==> config.mk <==
export PLATFORM = sky130hd
export DESIGN_NAME = s2p_deframer
export DESIGN_NICKNAME = d
export VERILOG_FILES = /design/src/rtl/s2p_deframer.sv
export SDC_FILE = /design/constraint.sdc
export NUM_CORES = 1
export LEC_CHECK = 0
export BUFFER_PORTS_ARGS = -buffer_cell sky130_fd_sc_hd__buf_2
export CORE_ASPECT_RATIO = 1.5
export CORE_MARGIN = 10
export CORE_UTILIZATION = 54
export CTS_CLUSTER_DIAMETER = 30
export CTS_CLUSTER_SIZE = 8
export DETAILED_ROUTE_END_ITERATION = 8
export GPL_ROUTABILITY_DRIVEN = 0
export PLACE_DENSITY = 0.81
export SETUP_SLACK_MARGIN = 0.5
export SYNTH_ARGS = -nofsm -noshare
export SYNTH_HDL_FRONTEND = slang
export SYNTH_SLANG_ARGS = --single-unit
==> constraint.sdc <==
create_clock -name clk -period 1.9 [get_ports clk]
set_input_delay 0.095 -clock clk [delete_from_list [all_inputs] [get_ports clk]]
set_output_delay 0.095 -clock clk [all_outputs]
set_load 0.05 [all_outputs]
==> src/rtl/s2p_deframer.sv <==
// Serial-to-parallel deframer: hunts a sync pattern, captures a DATA_W-bit
// MSB-first payload with optional even parity, and offers it on a valid/ready register.
module s2p_deframer #(
  parameter int                  DATA_W    = 14,
  parameter int                  SYNC_LEN  = 2,
  parameter logic [SYNC_LEN-1:0] SYNC_PAT  = 2'b11,
  parameter bit                  PARITY_EN = 1'b0
) (
  input  logic              clk,
  input  logic              rst_n,
  input  logic              din_valid,
  input  logic              din,
  output logic [DATA_W-1:0] dout,
  output logic              out_valid,
  input  logic              out_ready,
  output logic              parity_err,
  output logic              overflow,
  input  logic              ovf_clr,
  output logic              busy,
  output logic [15:0]       frame_cnt
);

  localparam int CNT_W = $clog2(DATA_W) + 1;

  typedef enum logic [1:0] {HUNT, RECV, PAR} state_t;

  state_t              state;
  state_t              state_next;
  logic [SYNC_LEN-1:0] sync_win;
  logic [SYNC_LEN-1:0] win_next;
  logic [DATA_W-1:0]   payload;
  logic [DATA_W-1:0]   pay_next;
  logic [CNT_W-1:0]    bit_cnt;
  logic                sync_hit;
  logic                last_data;
  logic                complete;
  logic                load;
  logic                drop;
  logic [DATA_W-1:0]   frame_data;
  logic                frame_perr;

  // A one-bit pattern has no history, so the window degenerates to din alone.
  generate
    if (SYNC_LEN == 1) begin : g_win1
      assign win_next = din;
    end else begin : g_winn
      assign win_next = {sync_win[SYNC_LEN-2:0], din};
    end
  endgenerate

  assign pay_next   = {payload[DATA_W-2:0], din};
  assign sync_hit   = (win_next == SYNC_PAT);
  assign last_data  = (bit_cnt == CNT_W'(DATA_W - 1));
  assign frame_data = (state == PAR) ? payload : pay_next;
  assign frame_perr = (state == PAR) ? ((^payload) ^ din) : 1'b0;
  assign load       = complete && (!out_valid || out_ready);
  assign drop       = complete && out_valid && !out_ready;
  assign busy       = (state != HUNT);

  always_ff @(posedge clk or negedge rst_n) begin
    if (!rst_n) state <= HUNT;
    else        state <= state_next;
  end

  always_comb begin
    state_next = state;
    complete   = 1'b0;
    if (din_valid) begin
      case (state)
        HUNT: if (sync_hit) state_next = RECV;
        RECV: begin
          if (last_data) begin
            if (PARITY_EN) begin
              state_next = PAR;
            end else begin
              state_next = HUNT;
              complete   = 1'b1;
            end
          end
        end
        PAR: begin
          state_next = HUNT;
          complete   = 1'b1;
        end
        default: state_next = HUNT;
      endcase
    end
  end

  // The window is cleared on sync, so payload bits never feed the next hunt.
  always_ff @(posedge clk or negedge rst_n) begin
    if (!rst_n) begin
      sync_win   <= '0;
      payload    <= '0;
      bit_cnt    <= '0;
      dout       <= '0;
      out_valid  <= 1'b0;
      parity_err <= 1'b0;
      overflow   <= 1'b0;
      frame_cnt  <= '0;
    end else begin
      if (din_valid) begin
        case (state)
          HUNT: begin
            if (sync_hit) begin
              sync_win <= '0;
              bit_cnt  <= '0;
            end else begin
              sync_win <= win_next;
            end
          end
          RECV: begin
            payload <= pay_next;
            bit_cnt <= bit_cnt + CNT_W'(1);
          end
          default: ;
        endcase
      end

      if (load) begin
        dout       <= frame_data;
        parity_err <= frame_perr;
        out_valid  <= 1'b1;
        frame_cnt  <= frame_cnt + 16'd1;
      end else if (out_valid && out_ready) begin
        out_valid <= 1'b0;
      end

      if (drop)         overflow <= 1'b1;
      else if (ovf_clr) overflow <= 1'b0;
    end
  end

endmodule

==> results.py <==
metrics = {
    "worst_setup_path": {
        "path_cells": "inv_2 > ha_4 > nand4b_4 > nor3_4 > buf_6 > clkbuf_16 > mux2_4",
        "crit_fanout": 6,
        "cp_data_required_time_ps": 2100,
        "cp.arrival_ps": 1790,
        "cp-start-kind": "flop",
        "cp_slowest_stage_delay_ps": 410,
        "crit_slowest_cell": "dfrtp_1",
        "cp_top_family": "flip-flops",
        "regToRegStartpoint": "bit_cnt[1]$_DFFE_PN0P_",
        "worst-path-buf-inv": 3,
        "cp-end-kind": "flop",
        "r2r_slack_ps": 300,
        "r2r_cells": 7,
        "crit_type": "flop to flop",
        "r2r-end": "dout[4]$_DFFE_PN0P_",
    },
    "clock_tree": {
        "clkSinkCount": 52,
        "cts_buffers": 5,
        "clock_latency_ps": 300,
        "clock_path_buffers": 2,
        "cts_root_buffer": "clkbuf_8",
        "cts_tree": "built",
        "htree_levels": 2,
        "clk_pin_slew_worst_paths_ps": 90,
    },
    "finish": {
        "final_area_um2": 2870,
        "n_antenna_cell": 0,
        "post-route-util_pct": 73.1,
        "nNetsFinal": 229,
        "drive_gt1_share_pct": 53.4,
        "syn_to_final_growth_pct": 31.3,
    },
    "power": {
        "leakage_uw": 0.00141,
        "peakVddDrop_mv": 1.14,
        "p_per_area_nw_per_um2": 1140,
    },
    "synth": {
        "synth_edf_count": 0,
        "yosys-top-cells-area": "dfrtp_1, mux2_2, xnor2_1",
        "synth-main-ff-cell": "dfrtp_1",
        "synth_top_area_share_pct": 59.6,
        "ys_types": 28,
        "syn_inst": 162,
        "synth_commonest_cells": "dfrtp_1, mux2_2, xnor2_1, nand2_1, nand3_1",
        "yosysTopAreaCell": "dfrtp_1",
        "async_reset_ff_share_pct": 100,
        "synth-seq-cells": 52,
        "yosysWarnings": 0,
        "netlist_area_um2": 2180,
        "yosysMostFrequentCell": "dfrtp_1",
        "avgSynthCellArea_um2": 13.5,
        "synthesis.nets": 171,
        "seq_area_frac_synth_pct": 59.6,
    },
    "route": {
        "drtIter0Drc": 74,
        "routed_wl_mm": 4.88,
        "ant_nets": 0,
        "drcViolationCount": 0,
        "wire_per_inst_um": 18.3,
        "vias_per_cell": 5.62,
        "first_pass_iters": 4,
        "num_vias": 1495,
    },
    "timing": {
        "hold_viol": 0,
        "holdWs_ps": 75.3,
        "slew_viol_final": 0,
        "rsz0062_at_grt": "true",
        "fmax_mhz": 627,
        "fin_crit_sh_pct": 84.0,
        "worst_pin_slew_ps": 647,
        "finClkSkew_ps": 7.64,
        "tns_ps": 0,
        "period_needed_ps": 1600,
        "setup_violations": 0,
        "slew_headroom_pct": 56.4,
    },
    "grt": {
        "grt_max_degree": 28,
        "grt_pass1_vias": 1633,
        "grtUsageTotal_pct": 13.4,
        "grt_pass1_wl_mm": 7.72,
        "grt-ovfl-total": 0,
        "antenna_found_initial": 0,
    },
    "place": {
        "port-buffer-count": 38,
        "place_hpwl_mm": 3.15,
        "place_area_um2": 2480,
    },
    "floorplan": {
        "die_area_um2": 7040,
        "coreArea_um2": 3920,
        "num_rows": 28,
        "die_w_um": 71.9,
        "die_h_um": 97.9,
        "start_util_pct": 55.6,
        "io_pins": 40,
    },
    "min_path": {
        "min_to": "sync_win[0]$_DFFE_PN0P_",
        "min_path_cells": 3,
        "hp-start": "din",
        "hold_class": "input pin to flop",
    },
    "run": {
        "cap_violations": 0,
    },
    "run_status": {
        "status": "finished clean",
    },
}
## what timing repair did
action / in CTS / in global routing
setup buffers: 7 / 2
gates resized for setup: 11 / 21
cloned: 2 / 1
pin swaps: 7 / 6
endpoints found under the hold margin: 26 / 0
hold buffers: 2 / 0
endpoints found under the setup margin: 30 / 37
## worst min-delay path: stages
cell and delay [ps]:
buf_2 120, nand2b_1 70, o31ai_1 60
## logic make-up (layout without fill, tap and decap cells)
group | count (synthesis) | count (layout) | share of synthesized area [%]
flip-flops | 52 | 52 | 59.6
XOR/XNOR | 17 | 17 | 6.82
other | 1 | 1 | 0.172
buffers and inverters | 7 | 66 | 1.95
multiplexers | 28 | 28 | 14.4
AND/OR/NAND/NOR | 42 | 42 | 12.3
adder cells (fa/ha/maj) | 3 | 3 | 1.72
AO/OA/AOI/OAI | 12 | 12 | 2.98
## final cells by class
| cell class | instances | area (um2) |
|---|---|---|
| Tap cell | 45 | 56.3 |
| Sequential cell | 52 | 1320 |
| Clock inverter | 3 | 18.8 |
| Multi-Input combinational cell | 103 | 976 |
| Fill cell | 265 | 1060 |
| Inverter | 3 | 11.3 |
| Clock buffer | 5 | 68.8 |
| Timing Repair Buffer | 55 | 420 |
## sequential cells by signal (all words and copies together) (netlist names)
| name | count |
|---|---|
| frame_cnt | 16 |
| dout | 14 |
| payload | 13 |
| bit_cnt | 5 |
| out_valid | 1 |
| overflow | 1 |
| state | 1 |
| sync_win | 1 |
## cell usage in the layout, fill, tap and decap left out, drive strengths merged, types with 2 or more instances in the layout
cell	Yosys	layout
and3	4	4
nand4	5	5
and2	2	2
xnor2	14	14
o21ai	8	8
clkinv	0	3
mux2	28	28
nand3	10	10
buf	4	52
clkbuf	0	6
dfrtp	52	52
nand2	11	11
inv	3	3
dlygate4sd3	0	2
xor2	3	3
nand2b	2	2
ha	3	3
and4	2	2
## per-stage QoR
stage	std cells	power [uW]	setup slack (ps)
2_1_floorplan	162	2240	295
5_1_grt	266	3430	227
3_5_place_dp	244	2500	210
6_report	266	3260	305
3_3_place_gp	244	2430	315
4_1_cts	263	3180	260
## how the worst max path moves through the flow
stage | depth (start not counted) | slack (ps) | end | start
after floorplan | 6 | 290 | dout[10]$_DFFE_PN0P_ | bit_cnt[1]$_DFFE_PN0P_
final | 7 | 300 | dout[4]$_DFFE_PN0P_ | bit_cnt[1]$_DFFE_PN0P_
after global routing | 7 | 230 | frame_cnt[1]$_DFFE_PN0P_ | bit_cnt[1]$_DFFE_PN0P_
after global placement | 6 | 320 | dout[6]$_DFFE_PN0P_ | bit_cnt[1]$_DFFE_PN0P_
after detailed placement | 6 | 210 | dout[8]$_DFFE_PN0P_ | bit_cnt[1]$_DFFE_PN0P_
after CTS | 7 | 260 | dout[2]$_DFFE_PN0P_ | bit_cnt[1]$_DFFE_PN0P_
## where the power goes
part	total [uW]	internal, uW	switching (uW)	leakage, uW
sequential	1610	1380	232	0.000671
clock	619	257	361	0.0000479
combinational	1030	452	580	0.000691
total	3260	2090	1170	0.00141
## layer usage
metal  vias up  share of wire [%]  global-route usage, %
met2        53                 54                   23.2
met3        11                8.0                   5.67
met1       755                 37                   13.9
li1        676                  -                      -
met5         -                  0                      0
met4         0                1.5                   4.78
Power figures use the tool's default switching activity.
